--- config.mk ---
export PLATFORM = sky130hd
export DESIGN_NAME = entity_table_ctrl
export DESIGN_NICKNAME = d
export VERILOG_FILES = /design/src/rtl/entity_table_ctrl.sv
export SDC_FILE = /design/constraint.sdc
export NUM_CORES = 1
export LEC_CHECK = 0
export CAP_MARGIN = 15
export CORE_AREA = 2 2 153 230
export DETAILED_ROUTE_END_ITERATION = 8
export DIE_AREA = 0 0 155 232
export HOLD_SLACK_MARGIN = 0.05
export PLACE_DENSITY = 0.78
export SYNTH_ARGS = -nofsm -noshare
export SYNTH_HDL_FRONTEND = slang
export SYNTH_SLANG_ARGS = --single-unit
export TNS_END_PERCENT = 20
--- constraint.sdc ---
create_clock -name Clk -period 6.8 [get_ports Clk]
set_clock_uncertainty 0.05 [all_clocks]
set_input_delay 1.02 -clock Clk [delete_from_list [all_inputs] [get_ports Clk]]
set_output_delay 1.02 -clock Clk [all_outputs]
set_load 0.01 [all_outputs]
--- src/rtl/entity_table_ctrl.sv ---
`default_nettype none
// ============================================================================
// Module      : entity_table_ctrl
// Description : Eight-slot sprite/entity position table. The CPU spawns,
//               steers and clears slots through edge-detected PIO strobes.
//               On every frame tick a sweep steps each active slot by STEP
//               pixels in its direction, with the result clamped to the
//               screen bounds. A renderer reads the table combinationally.
//               Optional build macro ENTITY_WRAP_EN: positions wrap around
//               the bounds instead of saturating.
// Revision    : 1.0 - initial release
// ============================================================================
module entity_table_ctrl #(
    parameter int STEP   = 1,
    parameter int X_MAX  = 624,
    parameter int Y_MAX  = 464,
    parameter int X_INIT = 320,
    parameter int Y_INIT = 240
) (
    input  logic       Clk,
    input  logic       Reset,
    input  logic       frame_tick,
    input  logic [2:0] cpu_select,
    input  logic       cpu_write,
    input  logic       cpu_read,
    input  logic       cpu_clear,
    input  logic [1:0] cpu_dir,
    output logic [9:0] cpu_x,
    output logic [9:0] cpu_y,
    output logic       cpu_active,
    input  logic [2:0] draw_select,
    output logic [9:0] draw_x,
    output logic [9:0] draw_y,
    output logic       draw_active,
    output logic       busy,
    output logic       overrun
);

    localparam logic signed [10:0] c_step   = 11'(STEP);
    localparam logic signed [10:0] c_x_max  = 11'(X_MAX);
    localparam logic signed [10:0] c_y_max  = 11'(Y_MAX);
    localparam logic [9:0]         c_x_init = 10'(X_INIT);
    localparam logic [9:0]         c_y_init = 10'(Y_INIT);

    typedef enum logic [1:0] {
        ST_IDLE  = 2'd0,
        ST_SWEEP = 2'd1,
        ST_DONE  = 2'd2
    } state_t;

    // Table storage and control state
    logic [9:0] x_q      [8];
    logic [9:0] x_d      [8];
    logic [9:0] y_q      [8];
    logic [9:0] y_d      [8];
    logic [1:0] dir_q    [8];
    logic [1:0] dir_d    [8];
    logic       active_q [8];
    logic       active_d [8];

    state_t     state_q, state_d;
    logic [2:0] slot_q, slot_d;
    logic       pending_q, pending_d;
    logic       overrun_q, overrun_d;
    logic       busy_q, busy_d;
    logic [9:0] cpu_x_q, cpu_x_d;
    logic [9:0] cpu_y_q, cpu_y_d;
    logic       cpu_active_q, cpu_active_d;
    logic       wr_prev_q, wr_prev_d;
    logic       rd_prev_q, rd_prev_d;

    logic              w_wr_edge;
    logic              w_rd_edge;
    logic signed [10:0] w_pos_x;
    logic signed [10:0] w_pos_y;

    assign w_wr_edge = cpu_write & ~wr_prev_q;
    assign w_rd_edge = cpu_read  & ~rd_prev_q;

    // Bring an out-of-range coordinate back onto the screen
    function automatic logic [9:0] bound_pos(input logic signed [10:0] v,
                                             input logic signed [10:0] vmax);
        logic [9:0] r;
        r = v[9:0];
`ifdef ENTITY_WRAP_EN
        if (v < 11'sd0)     r = vmax[9:0];
        else if (v > vmax)  r = 10'd0;
`else
        if (v < 11'sd0)     r = 10'd0;
        else if (v > vmax)  r = vmax[9:0];
`endif
        return r;
    endfunction

    // Next-state: CPU write (priority), sweep step, FSM, pending/overrun, read-back
    always_comb begin
        x_d          = x_q;
        y_d          = y_q;
        dir_d        = dir_q;
        active_d     = active_q;
        state_d      = state_q;
        slot_d       = slot_q;
        pending_d    = pending_q;
        cpu_x_d      = cpu_x_q;
        cpu_y_d      = cpu_y_q;
        cpu_active_d = cpu_active_q;
        wr_prev_d    = cpu_write;
        rd_prev_d    = cpu_read;
        w_pos_x      = $signed({1'b0, x_q[slot_q]});
        w_pos_y      = $signed({1'b0, y_q[slot_q]});

        overrun_d = overrun_q | (frame_tick & (busy_q | pending_q));

        if (w_wr_edge) begin
            if (cpu_clear) begin
                active_d[cpu_select] = 1'b0;
            end else if (active_q[cpu_select]) begin
                dir_d[cpu_select] = cpu_dir;
            end else begin
                active_d[cpu_select] = 1'b1;
                x_d[cpu_select]      = c_x_init;
                y_d[cpu_select]      = c_y_init;
                dir_d[cpu_select]    = cpu_dir;
            end
        end

        case (state_q)
            ST_IDLE: begin
                if (frame_tick || pending_q) begin
                    state_d   = ST_SWEEP;
                    slot_d    = 3'd0;
                    pending_d = 1'b0;
                end
            end
            ST_SWEEP: begin
                if (frame_tick) pending_d = 1'b1;
                // A CPU write owns the table this cycle; the sweep waits in place
                if (!w_wr_edge) begin
                    if (active_q[slot_q]) begin
                        case (dir_q[slot_q])
                            2'd0:    y_d[slot_q] = bound_pos(w_pos_y - c_step, c_y_max);
                            2'd1:    y_d[slot_q] = bound_pos(w_pos_y + c_step, c_y_max);
                            2'd2:    x_d[slot_q] = bound_pos(w_pos_x - c_step, c_x_max);
                            default: x_d[slot_q] = bound_pos(w_pos_x + c_step, c_x_max);
                        endcase
                    end
                    if (slot_q == 3'd7) begin
                        state_d = ST_DONE;
                        slot_d  = 3'd0;
                    end else begin
                        slot_d = slot_q + 3'd1;
                    end
                end
            end
            ST_DONE: begin
                if (frame_tick) pending_d = 1'b1;
                state_d = ST_IDLE;
            end
            default: begin
                state_d = ST_IDLE;
                slot_d  = 3'd0;
            end
        endcase

        busy_d = (state_d != ST_IDLE);

        // Read-back sees the post-write table contents
        if (w_rd_edge) begin
            cpu_x_d      = x_d[cpu_select];
            cpu_y_d      = y_d[cpu_select];
            cpu_active_d = active_d[cpu_select];
        end
    end

    // State registers with asynchronous clear
    always_ff @(posedge Clk or posedge Reset) begin
        if (Reset) begin
            for (int i = 0; i < 8; i++) begin
                x_q[i]      <= '0;
                y_q[i]      <= '0;
                dir_q[i]    <= '0;
                active_q[i] <= 1'b0;
            end
            state_q      <= ST_IDLE;
            slot_q       <= '0;
            pending_q    <= 1'b0;
            overrun_q    <= 1'b0;
            busy_q       <= 1'b0;
            cpu_x_q      <= '0;
            cpu_y_q      <= '0;
            cpu_active_q <= 1'b0;
            wr_prev_q    <= 1'b0;
            rd_prev_q    <= 1'b0;
        end else begin
            x_q          <= x_d;
            y_q          <= y_d;
            dir_q        <= dir_d;
            active_q     <= active_d;
            state_q      <= state_d;
            slot_q       <= slot_d;
            pending_q    <= pending_d;
            overrun_q    <= overrun_d;
            busy_q       <= busy_d;
            cpu_x_q      <= cpu_x_d;
            cpu_y_q      <= cpu_y_d;
            cpu_active_q <= cpu_active_d;
            wr_prev_q    <= wr_prev_d;
            rd_prev_q    <= rd_prev_d;
        end
    end

    assign cpu_x       = cpu_x_q;
    assign cpu_y       = cpu_y_q;
    assign cpu_active  = cpu_active_q;
    assign busy        = busy_q;
    assign overrun     = overrun_q;
    assign draw_x      = x_q[draw_select];
    assign draw_y      = y_q[draw_select];
    assign draw_active = active_q[draw_select];

endmodule
`default_nettype wire
==> flow_summary.json <==
{
  "worst_slew_pin_slew_ns": 1.311,
  "worst_setup_path_end_kind": "flop",
  "max_stage_delay_ns": 1.10,
  "synth_warnings": 0,
  "ctsResizeCount": 0,
  "place_hpwl_mm": 66.47,
  "p_leak_uw": 0.007071,
  "dr.pass1.iters": 6,
  "cp_slowest_cell": "nor2_1",
  "die_w_um": 155,
  "viasPerCell": 7.993,
  "max-slew-margin-rel": 0.1225,
  "ant_nets": 0,
  "ctsLongestPathBuffers": 3,
  "vias": 18420,
  "overflow": 0,
  "hold_path.class": "flop to flop",
  "clk_latency_ns": 0.57,
  "worst_hold_slack_ns": 0.4278,
  "setup_viol": 0,
  "pin_count": 58,
  "finalMaxSlewViolations": 0,
  "die_h_um": 232,
  "worst-setup-path-type": "flop to flop",
  "synth_edf_count": 0,
  "die-area_um2": 35960,
  "fmax_ghz": 0.1614,
  "yosysTopAreaCell": "dfrtp_1",
  "crit_buf_inv": 2,
  "cts_tree": "done",
  "nets": 1883,
  "synth_flop_cell": "dfrtp_1",
  "drc_errors": 0,
  "core-area_um2": 33960,
  "syn_to_final_growth_pct": 12.35,
  "yosys-top-cells-count": "dfrtp_1 (215), nand2_1 (210), o21ai_0 (142), a21oi_1 (131), nor2_1 (127)",
  "wl_mm": 91.84,
  "status": "finished clean",
  "grt_setup_unrepaired": "no",
  "cts_buffers": 24,
  "htreeDepth": 1,
  "synth.yosys.seq_area_share": 0.3281,
  "arrival_ns": 6.62,
  "grt_pass1_wl_mm": 129.6,
  "vdd_drop_max_uv": 357.9,
  "final.setup.tns_ns": 0,
  "grt_max_degree": 76,
  "cp_cell_sequence": "nor2_1 > buf_4 > a221oi_1 > o22a_1 > inv_2 > ha_1 > nand4_2 > or3_1 > a2111oi_1 > o22ai_1 > a21oi_1 > a221oi_1 > a211oi_1 > a2111oi_0 > a21oi_1",
  "start_kind": "flop",
  "gr-usage-all-layers": 0.5089,
  "hold_buffers": 0,
  "syn-num-nets": 1827,
  "max_cap_viol_count": 0,
  "fin_crit_ns": 6.195,
  "synth.area.top_cells": "dfrtp_1 (33%), mux4_2 (8.4%), nand2_1 (4.8%)",
  "core.rowCount": 83,
  "powerDensity_nw_per_um2": 537.8,
  "cts-root-buf": "clkbuf_16",
  "grt_pass1_vias": 17980,
  "antenna_found_initial": 10,
  "required_ns": 7.23,
  "cts_setup_buffers": 0,
  "syn_inst": 1802,
  "post_drt_wl_per_cell_um": 39.86,
  "final_hold_viol_count": 0,
  "synth_cell_types": 119,
  "synth_top_cell_area_share": 0.3281,
  "clk_pin_slew_ns": 0.06,
  "synth_area_um2": 16400,
  "drive_above_1_share": 0.1842,
  "port_buffers": 57,
  "synthMostInstantiatedCell": "dfrtp_1",
  "start_util": 0.4828,
  "synth-seq-cells": 215,
  "gp_congestion": 1.045,
  "post-route-period-util": 0.9110,
  "async_reset_ff_frac": 1.000,
  "final.fill_count": 3124,
  "detail_route.iter0.violations": 2789,
  "cts.sink_count": 215,
  "cp_top_family": "compound AO/OA/AOI/OAI gates",
  "crit_fanout": 29,
  "syn_avg_cell_area_um2": 9.099
}
[worst register-to-register path, stage by stage (launching register included)]
cell       delay [ns]
dfrtp_2          0.67
nor2_1           1.10
buf_4            0.31
a221oi_1         0.10
o22a_1           0.40
inv_2            0.25
ha_1             0.31
nand4_2          0.20
or3_1            0.40
a2111oi_1        0.37
o22ai_1          0.22
a21oi_1          0.76
a221oi_1         0.40
a211oi_1         0.31
a2111oi_0        0.10
a21oi_1          0.16
[per-layer routing]
| layer | GRT usage | vias up | wire, um |
|---|---|---|---|
| li1 | - | 7102 | - |
| met1 | 0.5273 | 8745 | 27770 |
| met2 | 0.7989 | 1823 | 41100 |
| met3 | 0.1601 | 739 | 10970 |
| met4 | 0.5069 | 6 | 11960 |
| met5 | 0 | - | 41 |
[final timing paths]
| kind | from | endpoint | slack, ns | cells after the start |
|---|---|---|---|---|
| max | slot_q[0] | cpu_x[1] | 0.61 | 15 |
| min | overrun | overrun | 0.43 | 1 |
| max reg2reg | slot_q[0] | cpu_x[1] | 0.61 | 15 |
| min reg2reg | overrun | overrun | 0.43 | 1 |
| max in group asynchronous | Reset | x_q[27] | 4.23 | 3 |
| min in group asynchronous | Reset | y_q[9] | 0.95 | 2 |
[cell usage in the layout, fill, tap and decap left out, drive strengths merged, types with 13 or more instances in the layout]
cell type / count
nand2: 212
a2111oi: 14
a22oi: 28
and3: 21
dfrtp: 215
mux4: 61
o211ai: 24
inv: 26
and2: 26
a221oi: 14
a21oi: 137
a32oi: 15
a31oi: 37
buf: 97
a211oi: 34
nand4: 14
nor2: 131
nor2b: 13
nor3: 35
nand3: 67
o21ai: 163
mux2: 66
nor4: 16
xnor2: 17
clkbuf: 31
o22ai: 20
nand2b: 13
clkdlybuf4s50: 55
o31ai: 14
mux2i: 27
a22o: 23
[flip-flops by register name (all words and copies together) (netlist names), 2 cells and up]
register,cells
cpu_x,10
y_q,80
active_q,8
slot_q,3
cpu_y,10
state_q,2
x_q,80
dir_q,16
[stage by stage]
stage / area [um2] / util / power (uW) / worst slack (ns) / instances
floorplan: 16400 / - / 5954 / 2.661 / 1802
global placement: 17610 / 0.5186 / 8178 / 0.8010 / 2254
detailed placement: 17610 / 0.5186 / 8192 / 0.8973 / 2254
CTS: 18380 / 0.5414 / 9542 / 0.8761 / 2295
global route: 18410 / 0.5420 / 10130 / 0.4232 / 2298
finish: 18420 / 0.5425 / 9907 / 0.6054 / 2304
[cells by family after synthesis]
| logic type | after synthesis | synth area share |
|---|---|---|
| flip-flops | 215 | 0.3281 |
| AO/OA/AOI/OAI | 649 | 0.2792 |
| AND/OR/NAND/NOR | 603 | 0.1817 |
| multiplexers | 154 | 0.1481 |
| buffers and inverters | 151 | 0.04434 |
| XOR/XNOR | 19 | 0.01015 |
| adder cells (fa/ha/maj) | 11 | 0.008394 |
[report_power, final]
part | total (uW) | internal [uW] | switching [uW]
combinational | 6320 | 2020 | 4290
clock | 1350 | 749 | 598
sequential | 2240 | 1680 | 564
total | 9910 | 4450 | 5460
[area by class of cell]
cell class | instances | area (um2) | share of cell area
repair buffers | 153 | 1281 | 0.06955
flip-flops and latches | 215 | 5386 | 0.2924
diodes | 6 | 15.01 | 0.0008151
inverters | 28 | 111.4 | 0.006045
clock buffers | 30 | 643.1 | 0.03491
clock inverters | 11 | 130.1 | 0.007064
well taps | 425 | 531.8 | 0.02887
multi-input cells | 1436 | 10320 | 0.5603
(Power assumes the default switching activity.)
